--- config.mk ---
export PLATFORM = sky130hd
export DESIGN_NAME = csr_file_flat
export DESIGN_NICKNAME = d
export VERILOG_FILES = /design/src/rtl/csr_pkg.sv /design/src/rtl/csr_file_if.sv /design/src/rtl/csr_counter64.sv /design/src/rtl/csr_file.sv /design/src/flat_wrapper.sv
export SDC_FILE = /design/constraint.sdc
export NUM_CORES = 1
export LEC_CHECK = 0
export CORE_MARGIN = 2
export CORE_UTILIZATION = 50
export CTS_CLUSTER_SIZE = 8
export DETAILED_ROUTE_END_ITERATION = 16
export PLACE_DENSITY = 0.74
export SLEW_MARGIN = 40
export SYNTH_ARGS = -nofsm -noshare
export SYNTH_HDL_FRONTEND = slang
export SYNTH_SLANG_ARGS = --single-unit
--- constraint.sdc ---
create_clock -name clk -period 7.29 [get_ports clk]
set_input_delay 0.729 -clock clk [delete_from_list [all_inputs] [get_ports clk]]
set_output_delay 0.729 -clock clk [all_outputs]
set_load 0.02 [all_outputs]
--- src/rtl/csr_pkg.sv ---
// csr_pkg: shared constants for the machine-mode CSR file.
// Holds CSR addresses, mstatus/mie/mip bit indices, trap cause codes and
// small address-classification helpers used by the decoder.
package csr_pkg;

  localparam int unsigned XLEN   = 32;
  localparam int unsigned ADDR_W = 12;

  // Machine trap-setup / trap-handling CSRs
  localparam logic [ADDR_W-1:0] CSR_MSTATUS   = 12'h300;
  localparam logic [ADDR_W-1:0] CSR_MIE       = 12'h304;
  localparam logic [ADDR_W-1:0] CSR_MTVEC     = 12'h305;
  localparam logic [ADDR_W-1:0] CSR_MEPC      = 12'h341;
  localparam logic [ADDR_W-1:0] CSR_MCAUSE    = 12'h342;
  localparam logic [ADDR_W-1:0] CSR_MIP       = 12'h344;

  // Counters (read/write) and their user-level read-only shadows
  localparam logic [ADDR_W-1:0] CSR_MCYCLE    = 12'hB00;
  localparam logic [ADDR_W-1:0] CSR_MCYCLEH   = 12'hB80;
  localparam logic [ADDR_W-1:0] CSR_MINSTRET  = 12'hB02;
  localparam logic [ADDR_W-1:0] CSR_MINSTRETH = 12'hB82;
  localparam logic [ADDR_W-1:0] CSR_CYCLE     = 12'hC00;
  localparam logic [ADDR_W-1:0] CSR_CYCLEH    = 12'hC80;
  localparam logic [ADDR_W-1:0] CSR_INSTRET   = 12'hC02;
  localparam logic [ADDR_W-1:0] CSR_INSTRETH  = 12'hC82;
  localparam logic [ADDR_W-1:0] CSR_MHARTID   = 12'hF14;

  // mstatus bit positions
  localparam int unsigned MSTATUS_MIE    = 3;
  localparam int unsigned MSTATUS_MPIE   = 7;
  localparam int unsigned MSTATUS_MPP_LO = 11;
  localparam int unsigned MSTATUS_MPP_HI = 12;

  // mie / mip bit positions
  localparam int unsigned MIE_MTIE = 7;
  localparam int unsigned MIE_MEIE = 11;
  localparam int unsigned MIP_MTIP = 7;
  localparam int unsigned MIP_MEIP = 11;

  // Trap cause codes (bit 31 marks an interrupt)
  localparam logic [XLEN-1:0] CAUSE_BREAKPOINT  = 32'h0000_0003;
  localparam logic [XLEN-1:0] CAUSE_M_TIMER_IRQ = 32'h8000_0007;
  localparam logic [XLEN-1:0] CAUSE_M_EXT_IRQ   = 32'h8000_000B;

  // True for every address this CSR file decodes
  function automatic logic csr_implemented(input logic [ADDR_W-1:0] addr);
    return addr inside {CSR_MSTATUS, CSR_MIE, CSR_MTVEC, CSR_MEPC, CSR_MCAUSE,
                        CSR_MIP, CSR_MCYCLE, CSR_MCYCLEH, CSR_MINSTRET,
                        CSR_MINSTRETH, CSR_CYCLE, CSR_CYCLEH, CSR_INSTRET,
                        CSR_INSTRETH, CSR_MHARTID};
  endfunction

  // True for decoded addresses that may not be written
  function automatic logic csr_read_only(input logic [ADDR_W-1:0] addr);
    return addr inside {CSR_MIP, CSR_CYCLE, CSR_CYCLEH, CSR_INSTRET,
                        CSR_INSTRETH, CSR_MHARTID};
  endfunction

endpackage

--- src/rtl/csr_file_if.sv ---
// csr_file_if: CSR access bus between the core's CSR instruction path
// (master) and the CSR file (slave).
//   csr_addr    master->slave  CSR address of the current instruction
//   csr_we      master->slave  commit csr_wdata at the next rising edge
//   csr_wdata   master->slave  final write value (write/set/clear applied)
//   csr_rdata   slave->master  combinational read data (old value)
//   csr_illegal slave->master  unimplemented address or write to read-only
interface csr_file_if;
  import csr_pkg::*;

  logic [ADDR_W-1:0] csr_addr;
  logic              csr_we;
  logic [XLEN-1:0]   csr_wdata;
  logic [XLEN-1:0]   csr_rdata;
  logic              csr_illegal;

  modport master (
    output csr_addr, csr_we, csr_wdata,
    input  csr_rdata, csr_illegal
  );

  modport slave (
    input  csr_addr, csr_we, csr_wdata,
    output csr_rdata, csr_illegal
  );

endinterface

--- src/rtl/csr_counter64.sv ---
// csr_counter64: 64-bit wrapping counter whose two 32-bit halves can be
// loaded independently. A load of either half replaces that cycle's
// increment and holds the other half.
//   clk, rst   clock, asynchronous active-high reset (count clears to 0)
//   i_inc      advance the count by one this cycle
//   i_we_lo    load bits [31:0] with i_wdata
//   i_we_hi    load bits [63:32] with i_wdata
//   i_wdata    load value
//   o_count    current 64-bit count
module csr_counter64 (
  input  logic        clk,
  input  logic        rst,
  input  logic        i_inc,
  input  logic        i_we_lo,
  input  logic        i_we_hi,
  input  logic [31:0] i_wdata,
  output logic [63:0] o_count
);

  localparam int unsigned CNT_W  = 64;
  localparam int unsigned HALF_W = 32;

  logic [CNT_W-1:0] r_count;

  // Half loads take precedence over counting; natural overflow gives the wrap
  always_ff @(posedge clk or posedge rst) begin
    if (rst) begin
      r_count <= '0;
    end else if (i_we_lo) begin
      r_count[HALF_W-1:0] <= i_wdata;
    end else if (i_we_hi) begin
      r_count[CNT_W-1:HALF_W] <= i_wdata;
    end else if (i_inc) begin
      r_count <= r_count + CNT_W'(1);
    end
  end

  assign o_count = r_count;

endmodule

--- src/rtl/csr_file.sv ---
// csr_file: machine-mode CSR file with trap entry/return, interrupt
// pending logic and the mcycle/minstret counters.
//   clk, rst      clock, asynchronous active-high reset
//   bus           csr_file_if.slave: addr/we/wdata in, rdata/illegal out
//   retire        one instruction retires this cycle (minstret++)
//   trap_req      trap entry; trap_cause/trap_pc give cause and faulting PC
//   mret          return-from-trap this cycle
//   ext_irq       level external interrupt (synchronous to clk)
//   timer_irq     level timer interrupt (synchronous to clk)
//   irq_pending   enabled interrupt that the core must take (combinational)
//   mtvec_out     current trap vector
//   mepc_out      current return PC
module csr_file
  import csr_pkg::*;
#(
  parameter logic [31:0] MTVEC_RST = 32'h0000_0000,
  parameter logic [31:0] HART_ID   = 32'h0000_0000
) (
  input  logic            clk,
  input  logic            rst,
  csr_file_if.slave       bus,
  input  logic            retire,
  input  logic            trap_req,
  input  logic [XLEN-1:0] trap_cause,
  input  logic [XLEN-1:0] trap_pc,
  input  logic            mret,
  input  logic            ext_irq,
  input  logic            timer_irq,
  output logic            irq_pending,
  output logic [XLEN-1:0] mtvec_out,
  output logic [XLEN-1:0] mepc_out
);

  localparam logic [XLEN-1:0] ALIGN_MASK = ~XLEN'(3);

  logic            r_mie;
  logic            r_mpie;
  logic            r_mtie;
  logic            r_meie;
  logic [XLEN-1:0] r_mtvec;
  logic [XLEN-1:0] r_mepc;
  logic [XLEN-1:0] r_mcause;

  logic            w_illegal;
  logic            w_wr;
  logic [XLEN-1:0] w_rdata;
  logic [63:0]     w_mcycle;
  logic [63:0]     w_minstret;

  // Address classification; only legal writes reach any register
  assign w_illegal = ~csr_implemented(bus.csr_addr) |
                     (bus.csr_we & csr_read_only(bus.csr_addr));
  assign w_wr      = bus.csr_we & ~w_illegal;

  csr_counter64 u_mcycle (
    .clk     (clk),
    .rst     (rst),
    .i_inc   (1'b1),
    .i_we_lo (w_wr && (bus.csr_addr == CSR_MCYCLE)),
    .i_we_hi (w_wr && (bus.csr_addr == CSR_MCYCLEH)),
    .i_wdata (bus.csr_wdata),
    .o_count (w_mcycle)
  );

  csr_counter64 u_minstret (
    .clk     (clk),
    .rst     (rst),
    .i_inc   (retire),
    .i_we_lo (w_wr && (bus.csr_addr == CSR_MINSTRET)),
    .i_we_hi (w_wr && (bus.csr_addr == CSR_MINSTRETH)),
    .i_wdata (bus.csr_wdata),
    .o_count (w_minstret)
  );

  // Trap state: trap entry beats mret, which beats software writes
  always_ff @(posedge clk or posedge rst) begin
    if (rst) begin
      r_mie    <= 1'b0;
      r_mpie   <= 1'b0;
      r_mepc   <= '0;
      r_mcause <= '0;
    end else if (trap_req) begin
      r_mepc   <= trap_pc & ALIGN_MASK;
      r_mcause <= trap_cause;
      r_mpie   <= r_mie;
      r_mie    <= 1'b0;
    end else if (mret) begin
      r_mie    <= r_mpie;
      r_mpie   <= 1'b1;
    end else if (w_wr) begin
      case (bus.csr_addr)
        CSR_MSTATUS: begin
          r_mie  <= bus.csr_wdata[MSTATUS_MIE];
          r_mpie <= bus.csr_wdata[MSTATUS_MPIE];
        end
        CSR_MEPC:   r_mepc   <= bus.csr_wdata & ALIGN_MASK;
        CSR_MCAUSE: r_mcause <= bus.csr_wdata;
        default: ;
      endcase
    end
  end

  // Interrupt enables and trap vector are never overridden by trap/mret
  always_ff @(posedge clk or posedge rst) begin
    if (rst) begin
      r_mtie  <= 1'b0;
      r_meie  <= 1'b0;
      r_mtvec <= MTVEC_RST;
    end else if (w_wr) begin
      case (bus.csr_addr)
        CSR_MIE: begin
          r_mtie <= bus.csr_wdata[MIE_MTIE];
          r_meie <= bus.csr_wdata[MIE_MEIE];
        end
        CSR_MTVEC: r_mtvec <= bus.csr_wdata & ALIGN_MASK;
        default: ;
      endcase
    end
  end

  // Zero-latency read mux; unimplemented addresses read 0
  always_comb begin
    w_rdata = '0;
    case (bus.csr_addr)
      CSR_MSTATUS: begin
        w_rdata[MSTATUS_MIE]                   = r_mie;
        w_rdata[MSTATUS_MPIE]                  = r_mpie;
        w_rdata[MSTATUS_MPP_HI:MSTATUS_MPP_LO] = 2'b11;
      end
      CSR_MIE: begin
        w_rdata[MIE_MTIE] = r_mtie;
        w_rdata[MIE_MEIE] = r_meie;
      end
      CSR_MIP: begin
        w_rdata[MIP_MTIP] = timer_irq;
        w_rdata[MIP_MEIP] = ext_irq;
      end
      CSR_MTVEC:                   w_rdata = r_mtvec;
      CSR_MEPC:                    w_rdata = r_mepc;
      CSR_MCAUSE:                  w_rdata = r_mcause;
      CSR_MCYCLE,    CSR_CYCLE:    w_rdata = w_mcycle[31:0];
      CSR_MCYCLEH,   CSR_CYCLEH:   w_rdata = w_mcycle[63:32];
      CSR_MINSTRET,  CSR_INSTRET:  w_rdata = w_minstret[31:0];
      CSR_MINSTRETH, CSR_INSTRETH: w_rdata = w_minstret[63:32];
      CSR_MHARTID:                 w_rdata = HART_ID;
      default: ;
    endcase
  end

  assign bus.csr_rdata   = w_rdata;
  assign bus.csr_illegal = w_illegal;

  assign irq_pending = r_mie & ((ext_irq & r_meie) | (timer_irq & r_mtie));
  assign mtvec_out   = r_mtvec;
  assign mepc_out    = r_mepc;

endmodule

--- src/flat_wrapper.sv ---
// flat-port wrapper written by rule: the top's interface ports become plain ports
module csr_file_flat import csr_pkg::*;
#(
  parameter logic [31:0] MTVEC_RST = 32'h0000_0000,
  parameter logic [31:0] HART_ID   = 32'h0000_0000
)
  (clk, rst, retire, trap_req, trap_cause, trap_pc, mret, ext_irq, timer_irq, irq_pending, mtvec_out, mepc_out, bus_csr_addr, bus_csr_we, bus_csr_wdata, bus_csr_rdata, bus_csr_illegal);
  csr_file_if bus_i ();
  input  logic clk;
  input  logic rst;
  input  logic retire;
  input  logic trap_req;
  input  logic [XLEN-1:0] trap_cause;
  input  logic [XLEN-1:0] trap_pc;
  input  logic mret;
  input  logic ext_irq;
  input  logic timer_irq;
  output logic irq_pending;
  output logic [XLEN-1:0] mtvec_out;
  output logic [XLEN-1:0] mepc_out;
  input wire logic [$bits(bus_i.csr_addr)-1:0] bus_csr_addr;
  input wire logic [$bits(bus_i.csr_we)-1:0] bus_csr_we;
  input wire logic [$bits(bus_i.csr_wdata)-1:0] bus_csr_wdata;
  output wire logic [$bits(bus_i.csr_rdata)-1:0] bus_csr_rdata;
  output wire logic [$bits(bus_i.csr_illegal)-1:0] bus_csr_illegal;
  assign bus_i.csr_addr = bus_csr_addr;
  assign bus_i.csr_we = bus_csr_we;
  assign bus_i.csr_wdata = bus_csr_wdata;
  assign bus_csr_rdata = bus_i.csr_rdata;
  assign bus_csr_illegal = bus_i.csr_illegal;
  csr_file #(.MTVEC_RST(MTVEC_RST), .HART_ID(HART_ID)) u_core (.clk(clk), .rst(rst), .bus(bus_i), .retire(retire), .trap_req(trap_req), .trap_cause(trap_cause), .trap_pc(trap_pc), .mret(mret), .ext_irq(ext_irq), .timer_irq(timer_irq), .irq_pending(irq_pending), .mtvec_out(mtvec_out), .mepc_out(mepc_out));
endmodule
==> results.md <==
## Run status
* outcome: finished, final reports clean

## Job
* number of max-capacitance violations reported: 0

## Clock tree
* cts hold-fix bufs: 0
* CTS tree: done
* clock input transition at the sequential cells of the worst setup and hold paths: 0.05 ns
* clock sink total: 224
* number of CTS-inserted buffers: 34
* Clock Latency Late Sink: 0.51 ns
* root buffer cell: clkbuf_16
* quantity of gates resized following cts: 0
* H-tree depth: 2
* buffer depth of the longest clock path: 3
* Post-CTS Setup Bufs: 0

## Setup path
* crit path kind: in -> out
* Arrival @ worst endpoint: 3.93 ns
* Setup crit end kind: primary output
* count of cells along the worst register-to-register path: 5
* slowest cell delay on critical path: 0.85 ns
* crit path cell chain: clkdlybuf4s50_1 -> or4b_1 -> nor3_2 -> buf_4 -> a22oi_1 -> nand3_1 -> clkdlybuf4s50_1
* most prevalent standard cell on the critical path: clkdlybuf4s50_1
* Worst EP required: 6.56 ns
* maximum fanout encountered on the critical timing path: 29
* launching element type of the critical path: input port
* slowest cell on the critical path: or4b_1

## Cells and area
* area growth from synthesis to layout: 22.87%
* final net count: 1875
* fill cell total of the finished layout: 2343
* commonest non-fill, non-tap cells in the layout: 224 x dfrtp_1, 206 x clkdlybuf4s50_1, 157 x nand2_1
* final core utilization: 62.75%
* share of final-layout standard cells stronger than drive strength 1: 8.693%
* Diodes inserted: 0
* commonest non-fill, non-tap cell in the layout: dfrtp_1

## Power
* power per unit of standard cell area: 186.9 nW/um^2
* sum of internal, switching and leakage power: 0.003285 W
* leak pwr: 7.138 nW
* largest voltage drop on the vdd net: 0.1973 mV

## Die
* y dimension of the die: 173.1 microns
* initial cell density of the core: 51.07%
* Chip Width: 173.1 microns
* Cell Rows: 61
* Die Footprint: 29980 sq um
* area of the core: 28010 sq um
* Top-Level Pins: 214

## Global route
* pin count of the biggest net entering global routing: 105
* number of antenna violations at the first check in global routing: 2
* GRT overflow: 0
* number of global-route vias before repair: 14350
* wire length of the first global-routing pass: 84.07 mm
* GRT Overall Usage: 35.29%

## Placed design
* hpwl dp: 38.06 mm
* routability cong.: 0.9486
* PortBufs: 207
* pre-CTS setup slack: 2.711 ns

## STA
* measured slew at the worst slew-check pin: 0.8819 ns
* Worst slew margin: 41.03%
* fin. max-slew vios: 0
* maximum operating frequency: 214.6 MHz
* worst setup slack after layout: 2.630 ns
* count of endpoints failing setup in the final report: 0
* setup skew after layout: 0.01021 ns
* hold slack final: 0.5117 ns
* sum of negative setup slack: 0 ns
* RSZ-0062 raised after global routing: no
* final number of hold-violating endpoints: 0
* minimum clock period after layout: 4.660 ns
* fraction of the cycle the final worst path needs: 63.92%

## Synth
* fraction of the yosys area taken by sequential cells: 39.19%
* proportion of register bits with asynchronous set or reset after synthesis: 100.0%
* Yosys top cell by area: dfrtp_1
* synthesized area per cell: 8.873 sq um
* most area-consuming cells after synthesis: dfrtp_1 39%, a22oi_1 4.7%, nand3_1 4.6%, mux2i_1 4.3%, nand2_1 4.2%
* synthesized flop and latch total: 224
* number of synthesized flops with an enable pin: 0
* dominant synthesized flop cell: dfrtp_1
* fraction of synthesized cell area taken by the top area cell type: 39.19%
* number of library cell types mapped by synthesis: 86
* post-synthesis instance area: 14300 sq um
* cell count after synthesis: 1612
* yosys synthesis warning count: 0

## Detailed routing
* Remaining DRCs: 0
* Via density: 7.094
* total via count in the routed design: 15170
* Antenna Nets Post-Route: 0
* detailed-route wire length per cell: 25.42 microns
* total iterations of the first detailed-routing run: 10
* detailed router's first-iteration violation count: 2473
* final routed wirelength across all metal layers: 54.35 mm

## Worst hold path
* worst min-delay path category: reg -> reg
* instance count along the most critical hold path: 2

==> final timing paths <==
check                                                   start                       endpoint  slack (ns)
worst max-delay path                          bus_csr_addr[3]              bus_csr_rdata[12]        2.63
max in group asynchronous                                 rst            u_core.mepc_out[29]        5.39
worst max register to register  u_core.u_minstret.o_count[11]  u_core.u_minstret.o_count[45]        4.33
worst min register to register            u_core.mepc_out[20]            u_core.mepc_out[20]        0.51
worst min-delay path                      u_core.mepc_out[20]            u_core.mepc_out[20]        0.51
min in group asynchronous                                 rst   u_core.u_minstret.o_count[2]        0.61
==> where the power goes <==
group          switching, W  total (W)  internal, W
combinational      0.000244   0.000419     0.000175
sequential         0.000126    0.00146      0.00133
clock              0.000562    0.00141     0.000847
==> layer usage <==
layer,part of all wire [%],up-vias,track usage [%]
met5,0.024,-,0
met4,3.2,2,11.58
met3,13,163,10.73
met2,44,1032,53.05
met1,40,7403,48.69
li1,-,6568,-
==> cells by family (layout without fill, tap and decap cells) <==
family | after synthesis | count (layout) | synth area share [%]
AO/OA/AOI/OAI | 443 | 443 | 21.53
other | 1 | 4 | 0.02622
XOR/XNOR | 22 | 22 | 1.347
buffers and inverters | 171 | 316 | 5.117
flip-flops | 224 | 224 | 39.19
adder cells (fa/ha/maj) | 2 | 2 | 0.1749
multiplexers | 95 | 95 | 6.945
AND/OR/NAND/NOR | 654 | 654 | 25.67
==> per-stage QoR <==
stage                     cells  cell area [sq um]
after detailed placement   2099              16650
after CTS                  2138              17550
after floorplan            1615              14320
after global placement     2097              16590
after global routing       2138              17580
final                      2138              17580
==> registers in the layout, indices dropped and copies added (netlist names) <==
register	flops
u_core.r_mpie	1
u_core.mepc_out	30
u_core.r_mtie	1
u_core.mtvec_out	30
u_core.u_mcycle.o_count	64
u_core.r_meie	1
u_core.r_mcause	32
u_core.r_mie	1
u_core.u_minstret.o_count	64
==> worst max-delay path, delay by kind of cell <==
kind / cells / cell delay (ns)
compound gates: 1 / 0.25
buf+inv: 3 / 1.62
simple gates: 3 / 1.33
==> synthesized netlist by cell type, drive strengths merged (27+ instances only) <==
library cell  count
a21oi            61
a222oi           45
a22oi            90
and3             27
buf              49
clkbuf           83
dfrtp           224
inv              39
mux2             34
mux2i            61
nand2           160
nand3           131
nand4            76
nor2             54
nor3             43
nor4             36
o211ai           38
o21ai           106
or4              32
==> cell type report <==
type / count / area, sq um / share of cell area, %
clock inverter: 2 / 17.52 / 0.09967
tap: 378 / 473.0 / 2.691
timing repair buffer: 238 / 2338 / 13.31
sequential: 224 / 5605 / 31.89
clock buffer: 37 / 883.3 / 5.026
inverter: 39 / 153.9 / 0.8756
multi-input combinational: 1220 / 8104 / 46.11
Power figures use the tool's default switching activity.
